$ cat src/rtl/fib_step_sequencer_pkg.sv
// Shared types for the Fibonacci step sequencer: FSM state encoding and default generator width.
package fib_step_sequencer_pkg;

  localparam int FIB_W = 4;

  typedef enum logic [2:0] {
    S_IDLE   = 3'd0,
    S_INIT   = 3'd1,
    S_SAMPLE = 3'd2,
    S_WAIT   = 3'd3,
    S_STEP   = 3'd4
  } state_t;

endpackage

$ cat src/rtl/fib_step_sequencer_fifo.sv
// First-word fall-through FIFO holding {wrap, fn} samples; accepts push while full when a pop lands.
module fib_step_sequencer_fifo #(
  parameter int W     = 5,
  parameter int DEPTH = 4
) (
  input  logic                       clk,
  input  logic                       rst,
  input  logic                       push,
  input  logic                       pop,
  input  logic [W-1:0]               din,
  output logic [W-1:0]               dout,
  output logic                       full,
  output logic                       empty,
  output logic [$clog2(DEPTH):0]     count
);

  localparam int AW = $clog2(DEPTH);
  localparam int CW = AW + 1;

  logic [W-1:0]  mem [DEPTH];
  logic [AW-1:0] wr_ptr;
  logic [AW-1:0] rd_ptr;
  logic          do_push;
  logic          do_pop;

  assign empty   = (count == '0);
  assign full    = (count == CW'(DEPTH));
  assign do_pop  = pop && !empty;
  // A full FIFO may still take a push when the head leaves in the same cycle.
  assign do_push = push && (!full || do_pop);
  assign dout    = mem[rd_ptr];

  always_ff @(posedge clk or negedge rst) begin
    if (!rst) begin
      for (int i = 0; i < DEPTH; i++) mem[i] <= '0;
      wr_ptr <= '0;
      rd_ptr <= '0;
      count  <= '0;
    end else begin
      if (do_push) begin
        mem[wr_ptr] <= din;
        wr_ptr      <= wr_ptr + AW'(1);
      end
      if (do_pop) rd_ptr <= rd_ptr + AW'(1);
      case ({do_push, do_pop})
        2'b10:   count <= count + CW'(1);
        2'b01:   count <= count - CW'(1);
        default: count <= count;
      endcase
    end
  end

endmodule

$ cat src/rtl/fib_step_sequencer.sv
// Drives a 4-bit Fibonacci generator step by step, captures each term with a wrap flag into a FIFO
// and hands the samples downstream over valid/ready, holding the generator while the FIFO is full.
module fib_step_sequencer
  import fib_step_sequencer_pkg::*;
#(
  parameter int W        = FIB_W,
  parameter int DEPTH    = 4,
  parameter int INTERVAL = 2
) (
  input  logic                   clk,
  input  logic                   rst,
  input  logic                   start,
  input  logic                   stop,
  input  logic [W-1:0]           fib_fn,
  output logic                   fib_init,
  output logic                   fib_en,
  output logic [W-1:0]           out_data,
  output logic                   out_wrap,
  output logic                   out_valid,
  input  logic                   out_ready,
  output logic [$clog2(DEPTH):0] count,
  output logic                   busy
);

  localparam int CNT_W = (INTERVAL > 1) ? $clog2(INTERVAL) : 1;
  localparam logic [CNT_W-1:0] WAIT_LAST = CNT_W'((INTERVAL > 0) ? INTERVAL - 1 : 0);

  state_t           state;
  logic [W-1:0]     prev;
  logic [CNT_W-1:0] wcnt;
  logic             full;
  logic             empty;
  logic             pop;
  logic             push;
  logic             wrap;
  logic [W:0]       head;

  assign out_valid = !empty;
  assign pop       = out_valid && out_ready;
  // stop beats a push landing in the same cycle.
  assign push      = (state == S_SAMPLE) && !stop && (!full || pop);
  assign wrap      = (fib_fn < prev);
  assign out_wrap  = head[W];
  assign out_data  = head[W-1:0];

  fib_step_sequencer_fifo #(
    .W     (W + 1),
    .DEPTH (DEPTH)
  ) u_fifo (
    .clk   (clk),
    .rst   (rst),
    .push  (push),
    .pop   (pop),
    .din   ({wrap, fib_fn}),
    .dout  (head),
    .full  (full),
    .empty (empty),
    .count (count)
  );

  // fib_init/fib_en are set on entry to INIT/STEP so they are clean registered pulses.
  always_ff @(posedge clk or negedge rst) begin
    if (!rst) begin
      state    <= S_IDLE;
      fib_init <= 1'b0;
      fib_en   <= 1'b0;
      busy     <= 1'b0;
      prev     <= '0;
      wcnt     <= '0;
    end else begin
      fib_init <= 1'b0;
      fib_en   <= 1'b0;
      if (state != S_IDLE && stop) begin
        state <= S_IDLE;
        busy  <= 1'b0;
      end else begin
        case (state)
          S_IDLE: begin
            if (start && !stop) begin
              state    <= S_INIT;
              fib_init <= 1'b1;
              fib_en   <= 1'b1;
              busy     <= 1'b1;
            end
          end
          S_INIT: begin
            prev  <= '0;
            state <= S_SAMPLE;
          end
          S_SAMPLE: begin
            if (push) begin
              prev <= fib_fn;
              if (INTERVAL > 0) begin
                state <= S_WAIT;
                wcnt  <= '0;
              end else begin
                state  <= S_STEP;
                fib_en <= 1'b1;
              end
            end
          end
          S_WAIT: begin
            if (wcnt == WAIT_LAST) begin
              state  <= S_STEP;
              fib_en <= 1'b1;
            end else begin
              wcnt <= wcnt + CNT_W'(1);
            end
          end
          S_STEP:  state <= S_SAMPLE;
          default: state <= S_IDLE;
        endcase
      end
    end
  end

endmodule

$ cat config.mk
export PLATFORM = sky130hd
export DESIGN_NAME = fib_step_sequencer
export DESIGN_NICKNAME = d
export VERILOG_FILES = /design/src/rtl/fib_step_sequencer_pkg.sv /design/src/rtl/fib_step_sequencer_fifo.sv /design/src/rtl/fib_step_sequencer.sv
export SDC_FILE = /design/constraint.sdc
export NUM_CORES = 1
export LEC_CHECK = 0
export BUFFER_PORTS_ARGS = -buffer_cell sky130_fd_sc_hd__buf_2
export CAP_MARGIN = 20
export CORE_MARGIN = 8
export CORE_UTILIZATION = 40
export CTS_CLUSTER_DIAMETER = 50
export DETAILED_ROUTE_END_ITERATION = 12
export SLEW_MARGIN = 20
export SYNTH_ARGS = -nofsm -noshare
export SYNTH_HDL_FRONTEND = slang
export SYNTH_SLANG_ARGS = --single-unit
$ cat constraint.sdc
create_clock -name clk -period 5.3 [get_ports clk]
set_clock_uncertainty 0.15 [all_clocks]
set_input_delay 0.795 -clock clk [delete_from_list [all_inputs] [get_ports clk]]
set_output_delay 0.795 -clock clk [all_outputs]
set_load 0.01 [all_outputs]
Word-level counts from Yosys, hierarchy flattened --
Cells that the tools add are included.
Cells by class: add/sub/neg operators 5, multipliers 0, div/mod/pow operators 0, order comparisons 4, eq/ne operators 11, shifts and indexed selects 0, mux-type cells 26, bitwise gates (word level) 3, reduce and logical (&&, ||, !) cells 26
Operators with widths (count):
- bitwise mux 20 bit | 1
- two-way mux 5 bit | 3
- two-way mux 3 bit | 4
- case mux 3 bit (4 select lines) | 1
- binary-select mux 5 bit (select 2 bit) | 1
- demux 5 bit (select 2 bit) | 1
- two-way mux 1 bit | 10
- nonzero test 2 bit | 5
- AND reduction 3 bit | 3
- logical AND 1 bit | 8
- case mux 4 bit (2 select lines) | 1
- equality test 3 x 2 -> 1 bit (second input constant) | 2
- equality test 3 bit (second input constant) | 2
- >= comparator 3 bit (second input constant) | 2
- zero test 3 bit | 2
- != test 3 bit (second input constant) | 2
- inverter 2 -> 3 bit | 2
- case mux 3 bit (2 select lines) | 1
- adder 2 x 1 -> 2 bit (second input constant) | 2
- < comparator 4 bit | 1
- two-way mux 4 bit | 1
- case mux 1 bit (2 select lines) | 2
- adder 3 x 1 -> 3 bit (second input constant) | 1
- equality test 3 x 1 -> 1 bit (second input constant) | 1
- other kinds (13) | 16
Storage, ports and cells: register bits after elaboration 38, latch bits 0, memory bits (writable) 0, ROM bits 0, word-level logic and storage cells 88, memories kept 0

Longest topological paths before layout --
depth in word-level cells 8, mapped depth 9

By module --
Synthesis repeated with hierarchy kept, for this count alone.
Unflattened totals: cell total of the unflattened synthesis 149, area, all modules 1903.1 µm²
Modules (own cells, without submodules):
- fib_step_sequencer_fifo | instances 1, cells each 88, area an instance 1288.7 µm², sequential area each 675.6 µm²
- fib_step_sequencer | instances 1, cells each 61, area an instance 614.3 µm², sequential area each 275.3 µm²

Worst setup path after synthesis --
Ideal clock, no wire load.
path kind input to register, start input port out_ready, end register u_fifo.count[2], arrival 2.328 ns, required time 5.071 ns, path slack 2.743 ns, stages on the path 9, path through nor4b_4 > nor3_4 > inv_1 > ha_1 > inv_1 > fa_1 > xor2_1 > nor2_1 > xor2_1
On the way: word-level cells in the longest chain between the ends 6, elaborated cells between the ends (all ways) 10, those cells by class 2 x eq/ne; 1 x mux; 7 x reduce/logical
Ends and longest elaborated chain:
- start, declared | line fib_step_sequencer.sv:20 | input logic out_ready,
- logical AND 1 bit (*) | line fib_step_sequencer.sv:39 | assign pop = out_valid && out_ready;
- logical OR 1 bit / logical AND 1 bit (equally long branches) | line fib_step_sequencer.sv:41, fib_step_sequencer_fifo.sv:28
- logical AND 1 bit / logical OR 1 bit (equally long branches) | line fib_step_sequencer.sv:41, fib_step_sequencer_fifo.sv:30
- logical AND 1 bit | line fib_step_sequencer_fifo.sv:30 | assign do_push = push && (!full || do_pop);
- equality test 2 x 1 -> 1 bit / equality test 2 bit (equally long branches) | line fib_step_sequencer_fifo.sv:45 | case ({do_push, do_pop})
- case mux 3 bit (2 select lines) / nonzero test 2 bit (equally long branches)
- end signal, assigned | line fib_step_sequencer_fifo.sv:46 | 2'b10: count <= count + CW'(1);
- end signal, assigned | line fib_step_sequencer_fifo.sv:47 | 2'b01: count <= count - CW'(1);
- end signal, assigned | line fib_step_sequencer_fifo.sv:48 | default: count <= count;
- end, declared | line fib_step_sequencer_fifo.sv:14 | output logic [$clog2(DEPTH):0] count
Mark *: on every way between the ends. The rest lies on a longest branch, timed or not. A chain may end at the register's enable or synchronous reset.

Worst setup path in the final report --
Ends and elaborated chain as after synthesis.

==> results_dict.tcl <==
set metrics [dict create \
    outcome "complete, no violations" \
    syn_nets 170 \
    cts_resized 0 \
    synthArstFlopShare_pct 100 \
    yosysWarnings 0 \
    fin_crit_ps 2660 \
    globalplace.congestion 0.759 \
    cp_max_fo 8 \
    finalNetCount 191 \
    core_area_sq_mm 0.00475 \
    grt_remaining_overflow 0 \
    hold_path.class "reg -> reg" \
    swShare_pct 37.4 \
    wl_per_cell_microns 16.2 \
    drt_iter0_markers 71 \
    fillers 445 \
    start_kind "input port" \
    holdPathStages 1 \
    p_leak_nw 0.960 \
    crit_type "in -> reg" \
    routed_wirelength_microns 3900 \
    min_to "u_fifo.mem[0]$_DFFE_PN0P_" \
    synthCells 152 \
    worstHoldStart "u_fifo.mem[0]$_DFFE_PN0P_" \
    hold_viol 0 \
    dieWidth_microns 86.4 \
    cts_tree "done" \
    vias 1324 \
    maxSlewHeadroom_pct 44.6 \
    p_int_mw 0.731 \
    row_count 25 \
    postCtsHoldBufs 0 \
    synth.ff_latch_count 38 \
    synth-main-ff-cell "dfrtp_1" \
    grt_max_degree 39 \
    start_util_pct 41.7 \
    finalCritPeriodShare_pct 50.1 \
    synth_cell_type_count 34 \
    crit_buf_inv 3 \
    slew_violations 0 \
    rsz0062_at_grt "no" \
    cts_root_buf "clkbuf_8" \
    drcViolationCount 0 \
    synth_edf_count 0 \
    post-cts-setup-buffer-count 0 \
    power.switching_mw 0.436 \
    synth_area_sq_mm 0.00198 \
    multi_input_comb_area_sq_um 966 \
    synth_seq_area_share_pct 47.9 \
    synth_top_area_share_pct 47.9 \
    h-tree-depth 2 \
    max_stage_delay_ps 490 \
    required_ps 5360 \
    slowest_stage "nor4b_4" \
    clk_pin_slew_ps 70 \
    seqPwrFrac_pct 45.6 \
    seq_area_sq_um 951 \
    antennaDiodeCount 0 \
    yosysMostFrequentCell "dfrtp_1" \
    dr.pass1.iters 4 \
    grt_pass1_wl_microns 6900 \
    p_clk_share_pct 15.9 \
    die_h_microns 86.4 \
    viasPerCell 5.52 \
    reg2reg_from "state[1]$_DFFE_PN0P_" \
    die-area_sq_mm 0.00747 \
    syn_to_final_growth_pct 11.9 \
    ys_top_cells_by_area "dfrtp_1 48%, mux2_1 10%, mux4_2 5.7%, ha_1 5.0%, nand4_4 4.3%" \
    drv_cap 0 \
    cts_buffers 5 \
    dp.final_hpwl_microns 2930 \
    p_per_area_mw_per_mm2 525 \
    post-route-util_pct 46.7 \
    cts_sinks 38 \
    portBuffers 20 \
    syn_area_per_cell_sq_um 13.1 \
    setup_violations 0 \
    fmax_ghz 0.377 \
    rrSetupSlack_ps 2680 \
    final_antenna_net_count 0 \
    antenna_found_initial 0 \
    critPathTopFamily "simple AND/OR/NAND/NOR gates" \
    io_pins 21 \
    cts_buffer_depth 2 \
    drive_above_1_share_pct 23.1 \
    power_frac_comb_pct 38.5 \
    synthTopCellsByCount "38 x dfrtp_1, 18 x mux2_1, 10 x inv_1" \
    clk-insertion-delay-late_ps 280 \
    path_cells "buf_2, nor4b_4, nor3_4, inv_1, ha_1, inv_1, fa_1, xor2_1, nor2_1, xor2_1" \
    synth_top_area_cell "dfrtp_1" \
    cp-end-kind "flop" \
    reg2reg_depth 9 \
    power_mw 1.17 \
    ir_drop_uv 280 \
    worst_slew_pin_slew_ps 831 \
    grt_use_total_pct 11.8 \
    r2r_end "u_fifo.count[2]$_DFFE_PN0P_" \
    fin_tns_setup_ps 0 \
    grt_pass1_vias 1401 \
    arrival_ps 2710 \
]
state kept, by name, summed over array words and instances (netlist names), 2 cells and up:
register and count:
state 3, u_fifo.count 3, u_fifo.wr_ptr 2, u_fifo.rd_ptr 2
u_fifo.mem 20, prev 4
power groups by stage:
| stage | clock network, mW | registers (mW) | logic (mW) |
|---|---|---|---|
| 2_1_floorplan | 0 | 0.490 | 0.355 |
| 3_3_place_gp | 0 | 0.528 | 0.439 |
| 5_1_grt | 0.204 | 0.556 | 0.502 |
| 4_1_cts | 0.191 | 0.534 | 0.459 |
| 3_5_place_dp | 0 | 0.539 | 0.457 |
| 6_report | 0.185 | 0.532 | 0.449 |
cells by family after synthesis:
kind of cell / after synthesis / synth area share, %
DFF: 38 / 47.9
buffers and inverters: 17 / 3.41
AOI/OAI and AO/OA: 31 / 11.1
muxes: 23 / 15.9
xor gates and xnor gates: 6 / 2.65
adders and majority gates: 9 / 6.05
and+or+nand+nor: 28 / 13.0
cell usage in the layout, fill, tap and decap left out:
| cell | count |
|---|---|
| o22ai_1 | 1 |
| or4b_1 | 1 |
| nor3_4 | 1 |
| and4_1 | 1 |
| clkinv_2 | 2 |
| nand2_1 | 7 |
| clkbuf_8 | 5 |
| or3b_1 | 1 |
| o2bb2ai_1 | 1 |
| a2111o_1 | 1 |
| or2_1 | 1 |
| a41oi_1 | 8 |
| and3_1 | 1 |
| o21ai_1 | 2 |
| xor2_1 | 3 |
| nor2_1 | 3 |
| nand4_4 | 4 |
| inv_1 | 10 |
| buf_2 | 20 |
| xnor2_1 | 3 |
| o211ai_1 | 8 |
| o31a_1 | 1 |
| or3_1 | 3 |
| nand3_1 | 1 |
| dfrtp_1 | 38 |
| o21ai_0 | 7 |
| nor3b_4 | 1 |
| inv_2 | 1 |
| fa_1 | 1 |
| mux4_2 | 5 |
| nand2b_1 | 2 |
| ha_1 | 8 |
| mux2_1 | 18 |
| a21oi_1 | 2 |
| nor4b_4 | 1 |
routing by layer:
| metal | part of all wire (%) | vias to the layer above | track usage, % |
|---|---|---|---|
| met5 | 0 | - | 0 |
| met4 | 1.7 | 0 | 4.23 |
| met3 | 4.5 | 6 | 3.50 |
| met2 | 48 | 31 | 18.4 |
| met1 | 46 | 676 | 15.0 |
| li1 | - | 611 | - |
worst max path at each step:
| stage | slack (ps) | startpoint | cells after the start | to |
|---|---|---|---|---|
| 2_1_floorplan | 2740 | out_ready | 9 | u_fifo.count[2]$_DFFE_PN0P_ |
| 3_3_place_gp | 2460 | out_ready | 10 | u_fifo.count[2]$_DFFE_PN0P_ |
| 3_5_place_dp | 2350 | out_ready | 10 | u_fifo.count[2]$_DFFE_PN0P_ |
| 4_1_cts | 2630 | out_ready | 10 | u_fifo.count[2]$_DFFE_PN0P_ |
| 5_1_grt | 2480 | out_ready | 10 | u_fifo.count[2]$_DFFE_PN0P_ |
| 6_report | 2640 | out_ready | 10 | u_fifo.count[2]$_DFFE_PN0P_ |
cell type report:
type                       instances  area share [%]
sequential                        38            42.8
clock inverter                     2           0.451
tap                               67            3.77
clock buffer                       5            3.10
multi-input combinational         97            43.5
inverter                          11            1.86
timing repair buffer              20            4.51
per-stage QoR:
step / instance area [sq um] / setup slack [ps] / hold WS, ps / instances
after floorplan: 1980 / 2740 / 309 / 152
after global placement: 2140 / 2460 / 318 / 233
after detailed placement: 2140 / 2350 / 328 / 233
after CTS: 2220 / 2630 / 345 / 240
after global routing: 2220 / 2480 / 370 / 240
final: 2220 / 2640 / 340 / 240
(Power assumes the default switching activity.)
